==> src/rtl/rr_decoder_arbiter.sv <==
// rr_decoder_arbiter: round-robin arbiter that shares one 3-to-8 decoder among
// eight requesters. The winner index is registered onto the decoder select
// lines and the decoder enable is driven only while a grant is active. Every
// grant tenure is followed by a one-cycle GAP so the decoder output is all-zero
// between owners.
//
// Optional feature macro: ARB_TIMEOUT_EN
//   defined   -> a grant is revoked after MAX_HOLD consecutive cycles and
//                timeout pulses for one cycle on the revoking edge.
//   undefined -> a grant is held for as long as the winner keeps requesting;
//                timeout is constant 0.

module rr_decoder_arbiter #(
  parameter int N_REQ = 8,
  parameter int IDX_W = 3
`ifdef ARB_TIMEOUT_EN
  , parameter int MAX_HOLD = 16
`endif
) (
  input  logic             clk,
  input  logic             rst,
  input  logic [N_REQ-1:0] req,
  output logic [IDX_W-1:0] sel,
  output logic             dec_en,
  output logic             busy,
  output logic [IDX_W-1:0] ptr,
  output logic             timeout
);

  typedef enum logic [1:0] {
    IDLE  = 2'd0,
    GRANT = 2'd1,
    GAP   = 2'd2
  } state_t;

  state_t           state_reg;
  logic [IDX_W-1:0] sel_reg;
  logic [IDX_W-1:0] ptr_reg;
  logic             dec_en_reg;
  logic             busy_reg;
  logic             timeout_reg;
  logic [7:0]       hold_reg;

  logic [N_REQ-1:0] rot_req;    // req rotated so bit 0 is the requester at ptr
  logic [IDX_W-1:0] win_off;    // offset of the first set bit in rot_req
  logic [IDX_W-1:0] winner;
  logic             any_req;
  logic             hold_req;   // current owner still requesting
  logic             revoke;     // hold limit reached while still requesting

  // Rotate the request vector so that index 0 is the highest-priority slot.
  // The 3-bit add wraps naturally modulo 8.
  generate
    for (genvar gi = 0; gi < N_REQ; gi++) begin : g_rot
      assign rot_req[gi] = req[ptr_reg + IDX_W'(gi)];
    end
  endgenerate

  // Priority-encode the rotated vector: lowest set bit is the closest to ptr.
  always_comb begin
    win_off = '0;
    for (int i = N_REQ - 1; i >= 0; i--) begin
      if (rot_req[i]) begin
        win_off = IDX_W'(i);
      end
    end
  end

  assign winner   = ptr_reg + win_off;
  assign any_req  = |req;
  assign hold_req = req[sel_reg];

`ifdef ARB_TIMEOUT_EN
  assign revoke = hold_req && (hold_reg == 8'(MAX_HOLD));
`else
  assign revoke = 1'b0;
`endif

  // Arbitration FSM with registered decoder controls; timeout is a one-cycle pulse.
  always_ff @(posedge clk) begin
    if (rst) begin
      state_reg   <= IDLE;
      sel_reg     <= '0;
      ptr_reg     <= '0;
      dec_en_reg  <= 1'b0;
      busy_reg    <= 1'b0;
      timeout_reg <= 1'b0;
      hold_reg    <= '0;
    end else begin
      timeout_reg <= 1'b0;
      case (state_reg)
        IDLE: begin
          if (any_req) begin
            sel_reg    <= winner;
            dec_en_reg <= 1'b1;
            busy_reg   <= 1'b1;
            hold_reg   <= 8'd1;
            state_reg  <= GRANT;
          end
        end
        GRANT: begin
          if (!hold_req || revoke) begin
            // Release (or forced revoke): sel keeps its value, pointer moves past owner.
            dec_en_reg  <= 1'b0;
            ptr_reg     <= sel_reg + IDX_W'(1);
            timeout_reg <= hold_req;
            state_reg   <= GAP;
          end else if (hold_reg != 8'hFF) begin
            hold_reg <= hold_reg + 8'd1;
          end
        end
        GAP: begin
          busy_reg  <= 1'b0;
          state_reg <= IDLE;
        end
        default: begin
          state_reg <= IDLE;
        end
      endcase
    end
  end

  assign sel     = sel_reg;
  assign dec_en  = dec_en_reg;
  assign busy    = busy_reg;
  assign ptr     = ptr_reg;
  assign timeout = timeout_reg;

endmodule

==> config.mk <==
export PLATFORM = sky130hd
export DESIGN_NAME = rr_decoder_arbiter
export DESIGN_NICKNAME = d
export VERILOG_FILES = /design/src/rtl/rr_decoder_arbiter.sv
export SDC_FILE = /design/constraint.sdc
export NUM_CORES = 1
export LEC_CHECK = 0
export ABC_AREA = 1
export BUFFER_PORTS_ARGS = -buffer_cell sky130_fd_sc_hd__buf_2
export CAP_MARGIN = 0
export CORE_ASPECT_RATIO = 1.1
export CORE_MARGIN = 4
export CORE_UTILIZATION = 62
export CTS_BUF_LIST = sky130_fd_sc_hd__clkbuf_8
export DETAILED_ROUTE_END_ITERATION = 8
export GPL_TIMING_DRIVEN = 0
export PLACE_DENSITY = 0.89
export SETUP_SLACK_MARGIN = 0.15
export SLEW_MARGIN = 20
export SYNTH_ARGS = -nofsm -noshare
export SYNTH_HDL_FRONTEND = slang
export SYNTH_SLANG_ARGS = --single-unit
==> constraint.sdc <==
create_clock -name clk -period 5.4 [get_ports clk]
set_clock_uncertainty 0.2 [all_clocks]
set_input_delay 1.35 -clock clk [delete_from_list [all_inputs] [get_ports clk]]
set_output_delay 1.35 -clock clk [all_outputs]
set_load 0.01 [all_outputs]
==> results.sh <==
export IMPL_viasPerCell=5.498
export IMPL_crit_path_top_delay_cell="fa_1"
export IMPL_portBuffers=16
export IMPL_yosys_warnings=0
export IMPL_gp_congestion=0.7954
export IMPL_path_cells="buf_2, nand2_1, nand3_1, nand3_1, nand2_1, inv_1, nand2_1, nand2_1, nand2_1, nand2_1, a21boi_1, ha_1, inv_1, fa_1, xor2_1, inv_1, nand2_1, nand3_1, nand2_1, inv_1"
export IMPL_post_cts_buffers=0
export IMPL_cp_required_ns=5.33
export IMPL_synth_area_leaders="dfxtp_1 18%, nand2_1 16%, nand3_1 9.2%"
export IMPL_p_seq_share_pct=16.8
export IMPL_leakagePower_nw=0.6377
export IMPL_synthXorXnorAreaFrac_pct=7.110
export IMPL_clkLatencyLatePin_ns=0.23
export IMPL_start_kind="input port"
export IMPL_ios=19
export IMPL_syn_num_nets=184
export IMPL_ys_top_cells_by_count="47 x nand2_1, 20 x nand3_1, 15 x inv_1"
export IMPL_p_per_area_mw_per_mm2=610.9
export IMPL_synth_simple_area_share_pct=46.10
export IMPL_r2r_slack_ns=2.15
export IMPL_grt_first_pass_wirelength_mm=4.657
export IMPL_placed_cell_area_mm2=0.001192
export IMPL_synthArstFlopShare_pct=0
export IMPL_grt_usage_pct=25.56
export IMPL_fp_coreArea_mm2=0.001614
export IMPL_dieHeight_um=52.00
export IMPL_initial_core_util_pct=67.60
export IMPL_status="completed"
export IMPL_final_nets=205
export IMPL_synth_area_mm2=0.001091
export IMPL_hold_path_class="flop to flop"
export IMPL_pwr_share_clk_pct=10.0
export IMPL_root_buffer="clkbuf_8"
export IMPL_cts_reportedPaths_clkPinSlew_ns=0.05
export IMPL_num_antenna_cells=0
export IMPL_fmax_mhz=291.3
export IMPL_vdd_drop_max_uv=375.5
export IMPL_yosysMostFrequentCell="nand2_1"
export IMPL_min_period_ns=3.433
export IMPL_dpl_hpwl_mm=2.153
export IMPL_worstPathMaxFanout=4
export IMPL_yosys_area_top_type="dfxtp_1"
export IMPL_hold_start="dec_en"
export IMPL_synth_flop_cell="dfxtp_1"
export IMPL_postSynthCellCount=169
export IMPL_antenna_found_initial=0
export IMPL_wl_mm=2.642
export IMPL_endpoint_kind="flop"
export IMPL_rsz0062_at_grt="no"
export IMPL_cap_violations=0
export IMPL_htree_levels=1
export IMPL_switching_share_pct=52.69
export IMPL_drv_slew=0
export IMPL_drive_gt1_share_pct=25.53
export IMPL_postSynthAreaPerCell_um2=6.456
export IMPL_overflow=0
export IMPL_antenna_left=0
export IMPL_tns_ns=0
export IMPL_cts_tree="yes"
export IMPL_synth_seq_cells=10
export IMPL_period_share_pct=63.57
export IMPL_slowest_delay_ns=0.37
export IMPL_dieArea_mm2=0.002496
export IMPL_combPwrFrac_pct=73.2
export IMPL_fp_dieW_um=48.00
export IMPL_min_to="dec_en"
export IMPL_ctsResizeCount=0
export IMPL_synth_seq_area_share_pct=18.35
export IMPL_cts_buffers_inserted=3
export IMPL_area_growth_pct=13.07
export IMPL_reg2reg_depth=22
export IMPL_rr_endpoint="sel[2]"
export IMPL_crit_path_frequent_cell="nand2_1"
export IMPL_vias=1127
export IMPL_grt_max_degree=11
export IMPL_placement_rows=15
export IMPL_rr_startpoint="ptr[0]"
export IMPL_post_route_drc_count=0
export IMPL_clockBufferDepth=2
export IMPL_dr_pass1_iters=4
export IMPL_crit_arrival_ns=3.37
export IMPL_hold_path_depth=2
export IMPL_avgRoutedWirePerCell_um=12.89
export IMPL_drtIter0Drc=29
export IMPL_synth_edff_count=0
export IMPL_power_internal_w=0.0003566
export IMPL_setup_violations_final=0
export IMPL_synth_top_family_by_area="simple AND/OR/NAND/NOR gates"
export IMPL_grt_pass1_vias=1116
export IMPL_switchingPower_w=0.0003970
export IMPL_hold_viol=0
export IMPL_synthAdderAreaFrac_pct=6.422
export IMPL_hold_buffers=0
export IMPL_synth_mux_area_share_pct=0
export IMPL_yosysUniqueCellTypes=27
export IMPL_cts_sinks=10
export IMPL_crit_type="input port to flop"
export IMPL_finish_instance_area_mm2=0.001234
export IMPL_synth_compound_area_share_pct=11.24
export IMPL_synth_top_area_share_pct=18.35
-- kinds of logic (layout without fill, tap and decap cells) --
logic type,Yosys count,count (layout)
buffers and inverters,22,41
xor gates and xnor gates,8,8
other,1,1
AOI/OAI and AO/OA,20,20
DFF,10,10
and+or+nand+nor,103,103
adders and majority gates,5,5
-- cells in the final DEF, fill, tap and decap left out, types with 3 or more instances in the layout --
master    instances
xnor2_1           3
a21oi_1           6
a211oi_1          5
nand2_1          47
clkbuf_8          3
ha_1              4
nand2_2          12
dfxtp_1          10
xor2_1            4
inv_1            15
nand3_1          20
buf_2            16
nand3_2           8
buf_6             3
nor2_1           12
o21ai_0           5
-- final cells by class --
| cell class | instances | area, um2 |
|---|---|---|
| buffer | 5 | 45.04 |
| clock buffer | 3 | 41.29 |
| fill | 128 | 380.4 |
| inverter | 17 | 68.82 |
| multi-input combinational | 137 | 777.0 |
| sequential | 10 | 200.2 |
| tap | 17 | 21.27 |
| timing repair buffer | 16 | 80.08 |
-- critical path, delay by kind of cell --
kind | cells | cell delay, ns
xor+xnor | 1 | 0.18
fa+ha+maj | 2 | 0.54
buf+inv | 5 | 0.32
compound gates | 1 | 0.16
simple gates | 11 | 0.83
-- metrics by stage --
stage / cells / hold WS [ns] / power (W) / util [%] / setup WS, ns
after detailed placement: 202 / 0.2605 / 0.0006736 / 73.88 / 1.749
after CTS: 205 / 0.2676 / 0.0007520 / 76.43 / 1.985
final: 205 / 0.2636 / 0.0007536 / 76.43 / 1.967
after global placement: 202 / 0.2518 / 0.0006491 / 73.88 / 1.836
after floorplan: 169 / 0.2850 / 0.0005571 / - / 2.135
after global routing: 205 / 0.3032 / 0.0008382 / 76.43 / 1.728
-- metal layers --
metal / wire length [um] / global-route usage (%)
met5: 0 / 0
met4: 29 / 8.072
met3: 92 / 3.460
met2: 1407 / 44.93
met1: 1111 / 30.59
-- worst max path at each step --
stage | endpoint | cells after the start | from
6_report | sel[2] | 20 | req[0]
5_1_grt | sel[2] | 20 | req[4]
4_1_cts | sel[2] | 21 | req[3]
3_5_place_dp | sel[2] | 21 | req[1]
3_3_place_gp | sel[2] | 20 | req[4]
2_1_floorplan | sel[2] | 19 | req[4]
-- power by group through the flow --
stage          sequential (W)  combinational [W]  clock (W)
2_1_floorplan        0.000131           0.000426          0
3_3_place_gp         0.000126           0.000523          0
3_5_place_dp         0.000128           0.000546          0
4_1_cts              0.000127           0.000551  0.0000744
5_1_grt              0.000131           0.000627  0.0000793
6_report             0.000127           0.000552  0.0000750
Note: power is estimated with default switching activity, not from simulation.
